[src/rtl/regfile_wb_if.sv]
// regfile_wb_if: bundle of write-back front-end signals.
//   ALU side  : alu_valid, alu_rd, alu_data (no backpressure)
//   Load side : ld_valid/ld_ready handshake, ld_rd, ld_data, ld_funct3, ld_offset
//   RF side   : rf_we, rf_rd, rf_wdata (registered), pending (load FIFO non-empty)
// master = producer/observer side (issue, memory, bench); slave = the arbiter.
interface regfile_wb_if #(parameter int XLEN = 32);
  logic            alu_valid;
  logic [4:0]      alu_rd;
  logic [XLEN-1:0] alu_data;
  logic            ld_valid;
  logic            ld_ready;
  logic [4:0]      ld_rd;
  logic [XLEN-1:0] ld_data;
  logic [2:0]      ld_funct3;
  logic [1:0]      ld_offset;
  logic            rf_we;
  logic [4:0]      rf_rd;
  logic [XLEN-1:0] rf_wdata;
  logic            pending;

  modport master (
    output alu_valid, alu_rd, alu_data,
    output ld_valid, ld_rd, ld_data, ld_funct3, ld_offset,
    input  ld_ready, rf_we, rf_rd, rf_wdata, pending
  );

  modport slave (
    input  alu_valid, alu_rd, alu_data,
    input  ld_valid, ld_rd, ld_data, ld_funct3, ld_offset,
    output ld_ready, rf_we, rf_rd, rf_wdata, pending
  );
endinterface

[src/rtl/regfile_wb_arbiter.sv]
// regfile_wb_arbiter: write-side front end of the RV32I register file.
// Merges ALU results and buffered load responses onto the single RF write
// port. ALU wins each cycle; loads wait in a DEPTH-entry FIFO, are
// aligned/extended when popped, and writes to x0 are suppressed.
// Ports:
//   clk    - rising-edge clock
//   reset  - synchronous, active-high
//   wb     - regfile_wb_if.slave (ALU, load handshake, RF write port, pending)
// Optional: define WB_BYPASS_EN to add fwd_rs1/fwd_rs2 inputs and
//   fwd_hit1/2, fwd_data1/2 outputs exposing the write in progress.
module regfile_wb_arbiter #(
  parameter int XLEN  = 32,
  parameter int DEPTH = 2
) (
  input  logic              clk,
  input  logic              reset,
  regfile_wb_if.slave       wb
`ifdef WB_BYPASS_EN
  ,
  input  logic [4:0]        fwd_rs1,
  input  logic [4:0]        fwd_rs2,
  output logic              fwd_hit1,
  output logic              fwd_hit2,
  output logic [XLEN-1:0]   fwd_data1,
  output logic [XLEN-1:0]   fwd_data2
`endif
);
  localparam int AW = $clog2(DEPTH);

  typedef struct packed {
    logic [4:0]      rd;
    logic [2:0]      funct3;
    logic [1:0]      offset;
    logic [XLEN-1:0] data;
  } ld_entry_t;

  ld_entry_t       mem [DEPTH];
  logic [AW:0]     wptr, rptr, wptr_n, rptr_n;
  logic            empty, full, push, alu_sel, take_ld, pop, store;
  ld_entry_t       incoming, head;
  logic [XLEN-1:0] ld_fmt;

  function automatic logic [XLEN-1:0] fmt_load(ld_entry_t e);
    logic [XLEN-1:0] shifted;
    logic [15:0]     half;
    shifted = e.data >> {e.offset, 3'b000};
    // Halfword picks by offset[1] only, so misaligned LH still returns a half.
    half    = e.offset[1] ? e.data[31:16] : e.data[15:0];
    case (e.funct3)
      3'b000:  fmt_load = {{(XLEN-8){shifted[7]}}, shifted[7:0]};
      3'b001:  fmt_load = {{(XLEN-16){half[15]}}, half};
      3'b100:  fmt_load = {{(XLEN-8){1'b0}}, shifted[7:0]};
      3'b101:  fmt_load = {{(XLEN-16){1'b0}}, half};
      default: fmt_load = e.data;
    endcase
  endfunction

  assign empty       = (wptr == rptr);
  assign full        = (wptr[AW] != rptr[AW]) && (wptr[AW-1:0] == rptr[AW-1:0]);
  assign wb.ld_ready = ~full;
  assign push        = wb.ld_valid & ~full;
  assign alu_sel     = wb.alu_valid && (wb.alu_rd != 5'd0);
  assign incoming    = {wb.ld_rd, wb.ld_funct3, wb.ld_offset, wb.ld_data};

  // With an empty FIFO the arriving response acts as the head, giving the
  // one-cycle load-to-write path; it is never stored in that case.
  assign head    = empty ? incoming : mem[rptr[AW-1:0]];
  assign take_ld = ~alu_sel & (~empty | push);
  assign pop     = take_ld & ~empty;
  assign store   = push & ~(take_ld & empty);
  assign ld_fmt  = fmt_load(head);

  assign wptr_n = wptr + {{AW{1'b0}}, store};
  assign rptr_n = rptr + {{AW{1'b0}}, pop};

  always_ff @(posedge clk) begin
    if (reset) begin
      wptr        <= '0;
      rptr        <= '0;
      wb.pending  <= 1'b0;
      wb.rf_we    <= 1'b0;
      wb.rf_rd    <= 5'd0;
      wb.rf_wdata <= '0;
    end else begin
      wptr       <= wptr_n;
      rptr       <= rptr_n;
      wb.pending <= (wptr_n != rptr_n);
      if (alu_sel) begin
        wb.rf_we    <= 1'b1;
        wb.rf_rd    <= wb.alu_rd;
        wb.rf_wdata <= wb.alu_data;
      end else if (take_ld && head.rd != 5'd0) begin
        wb.rf_we    <= 1'b1;
        wb.rf_rd    <= head.rd;
        wb.rf_wdata <= ld_fmt;
      end else begin
        // Covers idle cycles, dropped x0 ALU results and discarded x0 loads.
        wb.rf_we    <= 1'b0;
        wb.rf_rd    <= 5'd0;
        wb.rf_wdata <= '0;
      end
    end
  end

  always_ff @(posedge clk) begin
    if (store) mem[wptr[AW-1:0]] <= incoming;
  end

`ifdef WB_BYPASS_EN
  assign fwd_hit1  = wb.rf_we && (wb.rf_rd == fwd_rs1) && (fwd_rs1 != 5'd0);
  assign fwd_hit2  = wb.rf_we && (wb.rf_rd == fwd_rs2) && (fwd_rs2 != 5'd0);
  assign fwd_data1 = fwd_hit1 ? wb.rf_wdata : '0;
  assign fwd_data2 = fwd_hit2 ? wb.rf_wdata : '0;
`endif
endmodule
[src/flat_wrapper.sv]
// flat-port wrapper written by rule: the top's interface ports become plain ports
module regfile_wb_arbiter_flat 
#(
  parameter int XLEN  = 32,
  parameter int DEPTH = 2
)
  (clk, reset, wb_alu_valid, wb_alu_rd, wb_alu_data, wb_ld_valid, wb_ld_rd, wb_ld_data, wb_ld_funct3, wb_ld_offset, wb_ld_ready, wb_rf_we, wb_rf_rd, wb_rf_wdata, wb_pending);
  regfile_wb_if #(.XLEN(XLEN)) wb_i ();
  input  logic clk;
  input  logic reset;
  input wire logic [$bits(wb_i.alu_valid)-1:0] wb_alu_valid;
  input wire logic [$bits(wb_i.alu_rd)-1:0] wb_alu_rd;
  input wire logic [$bits(wb_i.alu_data)-1:0] wb_alu_data;
  input wire logic [$bits(wb_i.ld_valid)-1:0] wb_ld_valid;
  input wire logic [$bits(wb_i.ld_rd)-1:0] wb_ld_rd;
  input wire logic [$bits(wb_i.ld_data)-1:0] wb_ld_data;
  input wire logic [$bits(wb_i.ld_funct3)-1:0] wb_ld_funct3;
  input wire logic [$bits(wb_i.ld_offset)-1:0] wb_ld_offset;
  output wire logic [$bits(wb_i.ld_ready)-1:0] wb_ld_ready;
  output wire logic [$bits(wb_i.rf_we)-1:0] wb_rf_we;
  output wire logic [$bits(wb_i.rf_rd)-1:0] wb_rf_rd;
  output wire logic [$bits(wb_i.rf_wdata)-1:0] wb_rf_wdata;
  output wire logic [$bits(wb_i.pending)-1:0] wb_pending;
  assign wb_i.alu_valid = wb_alu_valid;
  assign wb_i.alu_rd = wb_alu_rd;
  assign wb_i.alu_data = wb_alu_data;
  assign wb_i.ld_valid = wb_ld_valid;
  assign wb_i.ld_rd = wb_ld_rd;
  assign wb_i.ld_data = wb_ld_data;
  assign wb_i.ld_funct3 = wb_ld_funct3;
  assign wb_i.ld_offset = wb_ld_offset;
  assign wb_ld_ready = wb_i.ld_ready;
  assign wb_rf_we = wb_i.rf_we;
  assign wb_rf_rd = wb_i.rf_rd;
  assign wb_rf_wdata = wb_i.rf_wdata;
  assign wb_pending = wb_i.pending;
  regfile_wb_arbiter #(.XLEN(XLEN), .DEPTH(DEPTH)) u_core (.clk(clk), .reset(reset), .wb(wb_i));
endmodule
[config.mk]
export PLATFORM = sky130hd
export DESIGN_NAME = regfile_wb_arbiter_flat
export DESIGN_NICKNAME = d
export VERILOG_FILES = /design/src/rtl/regfile_wb_if.sv /design/src/rtl/regfile_wb_arbiter.sv /design/src/flat_wrapper.sv
export SDC_FILE = /design/constraint.sdc
export NUM_CORES = 1
export LEC_CHECK = 0
export ABC_CLOCK_PERIOD_IN_PS = 7600
export BUFFER_PORTS_ARGS = -buffer_cell sky130_fd_sc_hd__clkbuf_2
export CORE_UTILIZATION = 59
export DETAILED_ROUTE_END_ITERATION = 10
export PLACE_DENSITY = 0.89
export SLEW_MARGIN = 20
export SYNTH_ARGS = -nofsm -noshare
export SYNTH_HDL_FRONTEND = slang
export SYNTH_SLANG_ARGS = --single-unit
[constraint.sdc]
create_clock -name clk -period 7.6 [get_ports clk]
set_input_delay 0.76 -clock clk [delete_from_list [all_inputs] [get_ports clk]]
set_output_delay 0.76 -clock clk [all_outputs]
set_load 0.005 [all_outputs]
## Yosys cells after proc, flatten, opt, wreduce, memory -nomap -nowiden

Memories as Yosys holds them, arrays and structs flattened. A register that Yosys moved wholly into a read port is not among the register bits.
Cells that the tools add are included.

| storage, ports and cells | value |
|---|---|
| register bits after elaboration | 43 |
| RAM bits | 84 |
| input port bits | 83 |
| output and inout port bits | 40 |
| logic and storage cells | 45 |
| memories | 1 |

| cells by class | value |
|---|---|
| add/sub/neg operators | 2 |
| eq/ne operators | 7 |
| shifts and indexed selects | 1 |
| mux-type cells | 12 |
| bitwise logic cells | 10 |
| reduce and logical (&&, ||, !) cells | 6 |

Memory list:

| memory | depth | bits a word | read ports | clocked after Yosys merged registers in | wr ports | line | text |
|---|---|---|---|---|---|---|---|
| u_core.mem | 2 | 42 | 1 | 1 | 1 | regfile_wb_arbiter.sv:37 | `ld_entry_t mem [DEPTH];` |

Operators by type and width:

| operator | count |
|---|---|
| one-hot mux 32 bit (4 select lines) | 1 |
| two-way mux 32 bit | 2 |
| two-way mux 42 bit | 1 |
| right shift 32 x 5 -> 8 bit | 1 |
| two-way mux 16 bit | 1 |
| two-way mux 5 bit | 2 |
| nonzero test 5 bit | 2 |
| equality test 3 bit, second input constant | 2 |
| AND 1 bit | 5 |
| two-way mux 1 bit | 5 |
| adder 2 x 1 -> 2 bit | 2 |
| NOT 1 bit | 4 |
| equality test 3 x 1 -> 1 bit, second input constant | 1 |
| logical AND 1 bit | 3 |
| logical NOT 3 bit | 1 |
| equality test 2 bit | 1 |
| != test 2 bit | 1 |
| equality test 1 bit | 1 |
| != test 1 bit | 1 |
| OR 1 bit | 1 |

## Depth between registers and ports, before layout

Gate-level depths: netlist of run 1.

| depth | value |
|---|---|
| depth after elaboration | 11 |
| depth in mapped cells | 12 |
| depth with buffers taken out | 8 |

## Worst setup path before layout of run 1

Ideal clock, no wire load.

| path | value |
|---|---|
| path type | input to register |
| start point | input port wb_alu_rd[0] |
| end point | register u_core.wb.pending |
| setup time | 0.132 ns |
| data arrival time | 3.020 ns |
| slack | 4.448 ns |
| stages on the path | 8 |
| cell sequence | or4_1 o21ai_2 nor2_1 o21a_1 ha_1 xnor2_1 xnor2_1 a21oi_1 |

| on the way | value |
|---|---|
| cells in the longest elaborated chain, start to end | 9 |
| elaborated cells on any way between the ends | 11 |
| those cells by class | 2 x add/sub; 1 x eq/ne; 6 x bitwise; 2 x reduce/logical |

Ends and longest elaborated chain:

| item | line | text |
|---|---|---|
| start: declaration | flat_wrapper.sv:12 | `input wire logic [$bits(wb_i.alu_rd)-1:0] wb_alu_rd;` |
| nonzero test 5 bit (*) | regfile_wb_arbiter.sv:62 | `assign alu_sel = wb.alu_valid && (wb.alu_rd != 5'd0);` |
| logical AND 1 bit (*) | regfile_wb_arbiter.sv:62 |  |
| NOT 1 bit (*) | regfile_wb_arbiter.sv:68 | `assign take_ld = ~alu_sel & (~empty \| push);` |
| AND 1 bit (*) | regfile_wb_arbiter.sv:68 |  |
| AND 1 bit | regfile_wb_arbiter.sv:70 | `assign store = push & ~(take_ld & empty);` |
| NOT 1 bit | regfile_wb_arbiter.sv:70 |  |
| AND 1 bit | regfile_wb_arbiter.sv:70 |  |
| adder 2 x 1 -> 2 bit | regfile_wb_arbiter.sv:73 | `assign wptr_n = wptr + {{AW{1'b0}}, store};` |
| != test 2 bit (*) | regfile_wb_arbiter.sv:87 | `wb.pending <= (wptr_n != rptr_n);` |
| end signal: assignment | regfile_wb_arbiter.sv:87 |  |
| end: declaration | regfile_wb_if.sv:30 | `output ld_ready, rf_we, rf_rd, rf_wdata, pending` |

Every way passes the cells marked *; elsewhere a longest branch is shown, timed or not.
A chain may end at the register's enable or synchronous reset.

## Worst setup path in the final report of run 1

| path | value |
|---|---|
| start point | register u_core.wptr[0] |
| end point | register u_core.wb.rf_wdata[12] |

| on the way | value |
|---|---|
| cells in the longest elaborated chain, start to end | 9 |
| elaborated cells on any way between the ends | 20 |
| those cells by class | 5 x eq/ne; 1 x shift; 5 x mux; 5 x bitwise; 4 x reduce/logical |

Ends and longest elaborated chain:

| item | line | text |
|---|---|---|
| start: declaration | regfile_wb_arbiter.sv:38 | `logic [AW:0] wptr, rptr, wptr_n, rptr_n;` |
| start signal: assignment | regfile_wb_arbiter.sv:85 | `wptr <= wptr_n;` |
| branches (longest 7 deep; another with two-way mux 42 bit) | - |  |
| two-way mux 32 bit (*) | regfile_wb_arbiter.sv:92 | `end else if (take_ld && head.rd != 5'd0) begin` |
| two-way mux 32 bit (*) | regfile_wb_arbiter.sv:88 | `if (alu_sel) begin` |
| end signal: assignment | regfile_wb_arbiter.sv:91 | `wb.rf_wdata <= wb.alu_data;` |
| end signal: assignment | regfile_wb_arbiter.sv:95 | `wb.rf_wdata <= ld_fmt;` |
| end: declaration | regfile_wb_if.sv:30 |  |

Every way passes the cells marked *.

==> flow_summary_export.csv, run 1 <==
group,metric,value,unit
timing,finalMaxSlewViolations,0,
power,seqPwrFrac,0.314,
drt,drt_wl_total,14800,um
timing,layout_min_cycle_time,3.09,ns
clock_tree,cts_setup_buffers,0,
timing,clock.fmax,324,MHz
logic_synthesis,yosysWarnings,0,
power,switchingPower,1.15,mW
run,maxCapViolCount,0,
power,leakage,2.75,nW
grt,grt_start_max_net_pins,51,
critical_path,cp-start-kind,"flip-flop",
logic_synthesis,yosys-top-cells-area,"edfxtp_1 44%, dfxtp_1 15%, mux2i_1 8.5%, o21ai_0 6.9%, nand2_1 2.9%",
worst_hold_path,whs_endpoint,"u_core.wb.rf_wdata[23]$_SDFF_PP0_",
layout,fin_util,0.754,
critical_path,worstPathMaxFanout,46,
layout,final_layout_size_suffix_gt1_frac,0.291,
grt,grt_first_pass_wirelength,22700,um
layout,area_delta_synth_final,22.4,%
clock_tree,cts_hold_buffers,0,
drt,vias,4658,
clock_tree,cts_tree,"yes",
floorplanning,start_util,0.616,
clock_tree,htreeDepth,4,
drt,drt_iter0_markers,494,
power,p_int,1.84,mW
timing,slew_headroom,0.311,
timing,hold_viol_final,0,
logic_synthesis,async_flop_share,0,
floorplanning,die_x,101,um
logic_synthesis,ys_seq_area_frac,0.588,
critical_path,timing.rr.end,"u_core.wb.rf_wdata[12]$_SDFF_PP0_",
layout,fillCellCount,587,
layout,final_cells,758,
timing,worstMarginPinSlew,1.03,ns
power,p_per_area,425,nW/um2
layout,multi_input_area,2210,um2
grt,gr-usage-all-layers,0.300,
worst_hold_path,min_from,"wb_alu_data[23]",
clock_tree,clkSinkCount,127,
floorplanning,fp-row-count,35,
timing,rsz0062_at_grt,"false",
critical_path,worstSetupEndpointType,"flip-flop",
floorplanning,die-height,101,um
drt,drtPass1Iterations,6,
clock_tree,clk-insertion-delay-late,0.51,ns
drt,avgViaCountPerCell,6.15,
timing,post-route-period-util,0.406,
placement,gp_congestion,0.915,
critical_path,r2r-start,"u_core.wptr[0]$_SDFF_PP0_",
drt,drc,0,
logic_synthesis,netlist_area,5750,um2
layout,antennaDiodeCount,0,
clock_tree,clock_tree.buffer_depth,2,
drt,ant_nets,0,
logic_synthesis,ys.flop_type,"edfxtp_1",
critical_path,reg2reg_depth,8,
critical_path,worstSetupPathType,"reg -> reg",
placement,dp.cells,725,
grt,antenna_found_initial,0,
timing,clock_skew,0.00987,ns
outcome,status,"finished, final reports clean",
timing,final-setup-viol-count,0,
grt,grt_pass1_vias,4462,
clock_tree,root_buffer,"clkbuf_8",
logic_synthesis,synth_edf_count,84,
logic_synthesis,synthCells,497,
worst_hold_path,min_path_type,"in -> reg",
logic_synthesis,syn_nets,583,
critical_path,crit_arrival,3.54,ns
clock_tree,ctsResizeCount,0,
critical_path,r2r_slack,4.51,ns
logic_synthesis,ys_ff_latch,127,
clock_tree,cts.clk_slew.worst_paths,0.06,ns
logic_synthesis,netlist.top_cell.by_area,"edfxtp_1",
power,irDropWorstVdd,199,uV
floorplanning,io_pins,123,
floorplanning,core-area,9330,um2
critical_path,required,8.05,ns
drt,wl_per_cell,19.5,um
floorplanning,dieArea,10100,um2
logic_synthesis,synth_top_area_share,0.439,
placement,placement.io_buffers,122,
grt,overflow,0,
layout,layout.area.seq,3380,um2
layout,fin_nets,702,
worst_hold_path,min_path_cells,3,
logic_synthesis,syn_area_per_cell,11.6,um2
power,p_clk_frac,0.261,
power,p_comb_frac,0.425,
clock_tree,cts_buffers,17,
logic_synthesis,synth_cell_types,51,
power,swShare,0.384,
timing,setup_tns,0,ns
placement,dp_hpwl,9360,um
-- synthesized netlist by cell type (all sizes together), types with 2 or more instances --
master,count
o21ai,87
edfxtp,84
mux2i,50
nand2,44
dfxtp,43
nor2,38
a21oi,26
buf,16
clkbuf,13
mux2,11
inv,9
o22ai,9
a211oi,7
a22o,7
nor3,5
ha,3
mux4,3
nand2b,3
nand3,3
nor3b,3
o21a,3
or4,3
xnor2,3
xor2,3
a32o,2
nor2b,2
o211ai,2
o32ai,2
-- placed cells by master (no fill, tap or decap), types with 4 or more instances in the layout --
cell	count
nand2_1	44
o22ai_1	9
a22o_1	7
a21oi_1	25
clkbuf_2	122
o21ai_1	6
buf_4	6
a211oi_1	6
clkbuf_16	17
nor3_1	5
clkbuf_1	4
dfxtp_1	42
nor2_1	37
o21ai_0	79
mux2i_1	49
edfxtp_1	84
mux2_2	10
inv_1	9
clkinvlp_4	4
-- sequential cells by signal, indices dropped and copies added (netlist names) --
| name | flops |
|---|---|
| u_core.wb.rf_rd | 5 |
| u_core.wb.rf_we | 1 |
| u_core.mem | 84 |
| u_core.wptr | 2 |
| u_core.wb.rf_wdata | 32 |
| u_core.rptr | 2 |
| u_core.wb.pending | 1 |
-- cell type report --
cell class                      count  share of cell area
Sequential cell                   127               0.481
Timing Repair Buffer              129              0.0960
Clock inverter                      9              0.0153
Inverter                            9             0.00480
Clock buffer                       23              0.0665
Tap cell                          129              0.0229
Multi-Input combinational cell    332               0.313
-- per-layer routing --
metal	wire [um]	vias to the layer above	share of wire	global-route usage
met4	378	0	0.026	0.122
li1	-	2095	-	-
met1	5780	2197	0.39	0.383
met2	7210	322	0.49	0.496
met5	0	-	0	0
met3	1400	44	0.094	0.0714
-- stage by stage --
step	total power, mW	hold slack, ns	instance area (um2)	worst slack [ns]
2_1_floorplan	1.84	0.532	5750	4.45
3_3_place_gp	2.11	0.551	6430	4.47
3_5_place_dp	2.15	0.577	6430	4.33
4_1_cts	2.95	0.425	7010	4.59
5_1_grt	3.12	0.429	7040	4.38
6_report	2.99	0.431	7040	4.51
-- how the worst max path moves through the flow --
stage / startpoint / to / slack, ns / cells past startpoint
after detailed placement: wb_alu_rd[0] / u_core.wb.pending$_SDFF_PP0_ / 4.33 / 9
after CTS: u_core.rptr[0]$_SDFF_PP0_ / u_core.wb.rf_wdata[23]$_SDFF_PP0_ / 4.59 / 7
after floorplan: wb_alu_rd[0] / u_core.wb.pending$_SDFF_PP0_ / 4.45 / 8
after global placement: wb_alu_rd[0] / u_core.wb.pending$_SDFF_PP0_ / 4.47 / 9
after global routing: u_core.rptr[0]$_SDFF_PP0_ / u_core.wb.rf_wdata[30]$_SDFF_PP0_ / 4.38 / 7
final: u_core.wptr[0]$_SDFF_PP0_ / u_core.wb.rf_wdata[12]$_SDFF_PP0_ / 4.51 / 8
-- critical path, stage by stage (launching register included) --
cell and delay [ns]:
dfxtp_1 0.43, xor2_2 0.18, buf_4 0.34, or2_2 0.49, buf_4 0.49, o21ai_0 0.35
mux2_2 0.35, o21ai_0 0.22, a22o_1 0.16
-- power by group through the flow --
| stage | sequential [mW] | clock (mW) | combinational, mW |
|---|---|---|---|
| after floorplan | 0.945 | 0 | 0.890 |
| after global placement | 0.944 | 0 | 1.17 |
| after detailed placement | 0.949 | 0 | 1.20 |
| after CTS | 0.938 | 0.779 | 1.23 |
| after global routing | 0.947 | 0.812 | 1.36 |
| final | 0.938 | 0.779 | 1.27 |
-- logic make-up after synthesis --
group,Yosys count,synth area share
flip-flops,127,0.588
adder cells (fa/ha/maj),3,0.00653
multiplexers,64,0.123
AO/OA/AOI/OAI,152,0.159
AND/OR/NAND/NOR,107,0.0809
buffers and inverters,38,0.0324
XOR/XNOR,6,0.00914
Power figures use the tool's default switching activity.
==> inputs of run 2 (changes only) <==
Settings changed: ABC_CLOCK_PERIOD_IN_PS 7600 to 3100, CORE_UTILIZATION 59 to 55, PLACE_DENSITY 0.89 to 0.84.
Clock period 7.6 ns to 3.1 ns, I/O delays scaled along.
==> run 2 against run 1 <==
The flow now finishes with violations (hold timing). Power grew to 2.6 times the previous value. Setup slack worse by 4.0 ns. First-iteration DRC count increased by 19%. Combinational power rose to 2.5 times the previous value. Routed wire length rose by 11%. Hold slack got worse by 0.43 ns. Design area rose by 4.0%. Clock power grew to 2.7 times the previous value. Global-route usage up 1.1 points. Critical path type unchanged. Clock skew up 0.0017 ns. Final cell count is 3.6% higher. Sequential power increased by 150%.
==> flow_summary_export.csv, run 2 (synthesis gave the netlist of run 1 again) <==
group,metric,value,unit
outcome,status,"complete, but fails checks",
outcome,violations,"hold timing",
run,maxCapViolCount,0,
worst_hold_path,whs_endpoint,"u_core.mem[0][1]$_DFFE_PP_",
drt,avgViaCountPerCell,6.25,
layout,antennaDiodeCount,0,
drt,drtPass1Iterations,6,
critical_path,worstPathMaxFanout,29,
drt,ant_nets,0,
critical_path,required,3.49,ns
timing,final-setup-viol-count,0,
clock_tree,htreeDepth,4,
critical_path,crit_arrival,3.01,ns
drt,drt_iter0_markers,589,
clock_tree,cts.clk_slew.worst_paths,0.06,ns
grt,overflow,0,
timing,setup_tns,0,ns
critical_path,reg2reg_depth,7,
layout,final_layout_size_suffix_gt1_frac,0.290,
clock_tree,clkSinkCount,127,
timing,clock.fmax,382,MHz
critical_path,worstSetupPathType,"reg -> reg",
worst_hold_path,min_from,"wb_ld_data[1]",
layout,fillCellCount,636,
clock_tree,clk-insertion-delay-late,0.52,ns
floorplanning,start_util,0.578,
timing,hold_viol_final,2,
floorplanning,fp-row-count,36,
power,finalPower,7.68,mW
floorplanning,die-height,104,um
grt,gr-usage-all-layers,0.312,
floorplanning,io_pins,123,
timing,worstMarginPinSlew,0.959,ns
clock_tree,clock_tree.buffer_depth,2,
power,p_per_area,1050,nW/um2
critical_path,r2r_slack,0.48,ns
timing,clock_skew,0.0116,ns
timing,post-route-period-util,0.844,
drt,vias,4910,
timing,rsz0062_at_grt,"false",
grt,grt_start_max_net_pins,43,
drt,drc,0,
timing,layout_min_cycle_time,2.62,ns
timing,whs,-0.000642,ns
floorplanning,core-area,9950,um2
grt,grt_first_pass_wirelength,25600,um
layout,final_cell_mix,"122 x clkbuf_2, 84 x edfxtp_1, 79 x o21ai_0, 49 x mux2i_1, 44 x nand2_1",
placement,gp_congestion,0.910,
power,leakage,2.89,nW
layout,largest_reg_flops,84,
clock_tree,cts_buffers,17,
layout,area_delta_synth_final,27.2,%
placement,dp_hpwl,9960,um
timing,slew_headroom,0.358,
critical_path,cp-start-kind,"flip-flop",
floorplanning,die_x,104,um
timing,finalMaxSlewViolations,0,
drt,wl_per_cell,21.0,um
floorplanning,dieArea,10900,um2
power,irDropWorstVdd,653,uV
layout,final_common_cell,"clkbuf_2",
worst_hold_path,min_path_type,"in -> reg",
clock_tree,root_buffer,"clkbuf_8",
critical_path,worstSetupEndpointType,"flip-flop",
layout,fin_nets,725,
drt,drt_wl_total,16400,um
grt,antenna_found_initial,0,
critical_path,r2r-start,"u_core.rptr[0]$_SDFF_PP0_",
worst_hold_path,min_path_cells,1,
clock_tree,ctsResizeCount,0,
clock_tree,cts_tree,"yes",
placement,placement.io_buffers,122,
grt,grt_pass1_vias,4867,
critical_path,timing.rr.end,"u_core.wb.rf_wdata[6]$_SDFF_PP0_",
## run 2: cell count changes in the layout (fill, tap and decap cells not counted)
| cell | before | now |
|---|---|---|
| clkinv_4 | 1 | 2 |
| dlygate4sd3_1 | 0 | 19 |
| clkinvlp_4 | 4 | 1 |
| buf_4 | 6 | 11 |
| clkinv_1 | 1 | 0 |
| buf_12 | 1 | 0 |
| clkbuf_1 | 4 | 3 |
| bufinv_16 | 2 | 4 |
| clkbuf_8 | 2 | 4 |
## run 2: cell type report
type / instances / area [um2] / share of cell area
Clock buffer: 24 / 492 / 0.0672
Clock inverter: 8 / 150 / 0.0205
Inverter: 9 / 33.8 / 0.00462
Multi-Input combinational cell: 332 / 2210 / 0.302
Sequential cell: 127 / 3380 / 0.463
Tap cell: 133 / 166 / 0.0227
Timing Repair Buffer: 152 / 883 / 0.121
## run 2: stage by stage
| step | cells | worst slack (ns) | hold WS (ns) | util | area [um2] |
|---|---|---|---|---|---|
| 2_1_floorplan | 497 | 0.198 | 0.382 | - | 5750 |
| 6_report | 785 | 0.485 | -0.000642 | 0.735 | 7320 |
| 5_1_grt | 785 | 0.341 | 0.0000678 | 0.735 | 7320 |
| 3_5_place_dp | 734 | 0.559 | 0.500 | 0.650 | 6470 |
| 3_3_place_gp | 734 | 0.638 | 0.500 | 0.650 | 6470 |
| 4_1_cts | 780 | 0.583 | 0.00143 | 0.729 | 7260 |
## run 2: worst max-delay path by stage
stage                                         start                          endpoint  depth (start not counted)
final                     u_core.rptr[0]$_SDFF_PP0_  u_core.wb.rf_wdata[6]$_SDFF_PP0_                          7
after global placement                 wb_alu_rd[0]      u_core.wb.pending$_SDFF_PP0_                          9
after detailed placement               wb_alu_rd[0]      u_core.wb.pending$_SDFF_PP0_                          9
after global routing      u_core.rptr[0]$_SDFF_PP0_  u_core.wb.rf_wdata[6]$_SDFF_PP0_                          7
after CTS                 u_core.wptr[0]$_SDFF_PP0_        u_core.mem[1][3]$_DFFE_PP_                          5
after floorplan           u_core.rptr[0]$_SDFF_PP0_      u_core.wb.pending$_SDFF_PP0_                          9
## run 2: critical path, cell delays in order, from the launching register on
cell	delay [ns]
dfxtp_2	0.33
buf_4	0.38
nand2b_1	0.25
nand2_1	0.11
mux2i_1	0.55
nand2_1	0.34
nor3_1	0.37
o31ai_1	0.14
## run 2: repair_timing
action | CTS | global route
hold buffers | 14 | 5
buffers inserted | 0 | 0
setup endpoints to repair | 0 | 0
endpoints found under the hold margin | 16 | 10
## run 2: power breakdown
group	leakage, nW	switching [mW]	internal (mW)	total [mW]
logic	1.45	2.05	1.17	3.22
registers	1.13	0.134	2.18	2.31
clock network	0.311	0.722	1.42	2.14
total	2.89	2.91	4.77	7.68
## run 2: metal layers
metal | vias up | track usage | wire length (um)
met3 | 90 | 0.0821 | 1770
li1 | 2137 | - | -
met5 | - | 0 | 0
met1 | 2285 | 0.391 | 6020
met2 | 398 | 0.497 | 7790
met4 | 0 | 0.162 | 877
==> inputs of run 3 (changes only) <==
Settings changed: ABC_CLOCK_PERIOD_IN_PS 3100 to 2500.
Clock period 3.1 ns to 2.5 ns, I/O delays scaled along.
==> run 3 against run 2 <==
The run now ends clean. Clock skew about the same. Register-to-register slack got worse by 0.41 ns. Non-clock buffer count increased by 61. Via count increased by 3.0%. Sequential share of layout area decreased by 3.4 points. Critical path depth unchanged. Count of clock-buffer cells in the layout decreased by 7. First-iteration DRC count decreased by 4.2%. Clock power increased by 20%. Global-route usage increased by 1.6 points. Routed wire length increased by 6.0%. Largest power group unchanged.
==> flow_summary_export.csv, run 3 (synthesis gave the netlist of run 1 again) <==
group,metric,value,unit
layout,layout.area.seq,3380,um2
outcome,status,"finished, final reports clean",
grt,gr-usage-all-layers,0.328,
power,p_per_area,1210,nW/um2
layout,largest_reg_flops,84,
layout,antennaDiodeCount,0,
critical_path,reg2reg_depth,7,
critical_path,required,2.91,ns
critical_path,r2r_slack,0.08,ns
grt,antenna_found_initial,0,
worst_hold_path,min_path_cells,3,
timing,setup_tns,0,ns
placement,dp_hpwl,10500,um
layout,area_delta_synth_final,37.4,%
timing,clock_skew,0.0117,ns
timing,layout_min_cycle_time,2.42,ns
worst_hold_path,min_path_type,"in -> reg",
critical_path,worstSetupEndpointType,"flip-flop",
clock_tree,clk-insertion-delay-late,0.53,ns
run,maxCapViolCount,0,
layout,final_area,7900,um2
floorplanning,dieArea,10900,um2
power,irDropWorstVdd,746,uV
floorplanning,fp-row-count,36,
power,p_comb_frac,0.433,
power,p_int,5.92,mW
placement,gp_congestion,0.888,
critical_path,cp-start-kind,"flip-flop",
floorplanning,io_pins,123,
clock_tree,cts_tree,"yes",
clock_tree,clock_tree.buffer_depth,2,
drt,drt_iter0_markers,564,
drt,wl_per_cell,20.6,um
clock_tree,htreeDepth,4,
timing,rsz0062_at_grt,"false",
timing,clock.fmax,413,MHz
drt,vias,5055,
grt,overflow,0,
grt,grt_first_pass_wirelength,26800,um
floorplanning,core-area,9950,um2
timing,post-route-period-util,0.968,
drt,drt_wl_total,17400,um
floorplanning,die_x,104,um
drt,ant_nets,0,
power,p_clk_frac,0.267,
critical_path,crit_arrival,2.83,ns
layout,multi_input_area,2220,um2
layout,final_cells,846,
power,finalPower,9.59,mW
power,swShare,0.382,
clock_tree,root_buffer,"clkbuf_8",
timing,final-setup-viol-count,0,
timing,worstMarginPinSlew,0.653,ns
power,switchingPower,3.67,mW
floorplanning,die-height,104,um
placement,dpl_cell_area,6550,um2
critical_path,worstSetupPathType,"reg -> reg",
layout,fillCellCount,561,
timing,slew_headroom,0.565,
timing,finalMaxSlewViolations,0,
layout,final_cell_mix,"122 x clkbuf_2, 84 x edfxtp_1, 78 x o21ai_0, 73 x dlygate4sd3_1, 49 x mux2i_1",
drt,avgViaCountPerCell,5.98,
layout,final_common_cell,"clkbuf_2",
timing,hold_viol_final,0,
layout,final_layout_size_suffix_gt1_frac,0.278,
critical_path,worstPathMaxFanout,36,
grt,grt_start_max_net_pins,43,
grt,grt_pass1_vias,5027,
clock_tree,cts.clk_slew.worst_paths,0.06,ns
clock_tree,clkSinkCount,127,
layout,fin_nets,786,
power,leakage,3.13,nW
drt,drtPass1Iterations,5,
clock_tree,cts_buffers,17,
floorplanning,start_util,0.578,
drt,drc,0,
power,seqPwrFrac,0.300,
placement,placement.io_buffers,122,
placement,dp.cells,741,
[run 3: changes by cell type in the layout (fill, tap and decap cells not counted), moves of 2 or more]
cell / delta
dlygate4sd3_1: +54
buf_4: +6
clkbuf_1: -3
clkbuf_8: -3
clkinvlp_4: +3
clkinv_1: +2
[run 3: final timing paths]
check / end / start
hold reg to reg: u_core.rptr[1]$_SDFF_PP0_ / u_core.rptr[1]$_SDFF_PP0_
setup reg to reg: u_core.wb.rf_wdata[6]$_SDFF_PP0_ / u_core.rptr[1]$_SDFF_PP0_
hold / removal: u_core.wb.rf_wdata[31]$_SDFF_PP0_ / wb_alu_data[31]
setup / recovery: u_core.wb.rf_wdata[6]$_SDFF_PP0_ / u_core.rptr[1]$_SDFF_PP0_
[run 3: cell type report]
type                       instances  area share
clock inverter                    15      0.0245
sequential                       127       0.428
tap                              133      0.0211
clock buffer                      17      0.0524
inverter                           9     0.00427
multi-input combinational        332       0.281
timing repair buffer             213       0.188
[run 3: power by group through the flow]
| stage | Combinational [mW] | Sequential, mW | Clock, mW |
|---|---|---|---|
| 2_1_floorplan | 2.71 | 2.87 | 0 |
| 3_3_place_gp | 3.71 | 2.88 | 0 |
| 3_5_place_dp | 3.80 | 2.89 | 0 |
| 4_1_cts | 3.95 | 2.86 | 2.55 |
| 5_1_grt | 4.41 | 2.90 | 2.64 |
| 6_report | 4.15 | 2.87 | 2.56 |
[run 3: critical path: stages, from the launching register on]
cell and delay (ns):
dfxtp_1 0.40, xor2_2 0.26, or2_2 0.23, buf_12 0.22, mux2i_4 0.28, mux2_2 0.38, and3_1 0.20, o31ai_1 0.34
[run 3: per-stage QoR]
step                 util  hold WS [ns]  worst slack (ns)
global route        0.794        0.0398          0.000757
detailed placement  0.658         0.439             0.163
global placement    0.658         0.434             0.181
CTS                 0.792        0.0113             0.103
finish              0.794        0.0268            0.0793
floorplan               -         0.322            0.0788
[run 3: layer usage]
| layer | wire [um] | track usage |
|---|---|---|
| met1 | 6500 | 0.404 |
| met2 | 8700 | 0.558 |
| met3 | 1580 | 0.0633 |
| met4 | 653 | 0.151 |
| met5 | 0 | 0 |
[run 3: timing repair]
item	CTS	global route
hold endpoints to repair	112	0
buffers inserted	0	0
hold buffers	73	0
resized for setup	0	2
endpoints found under the setup margin	0	2
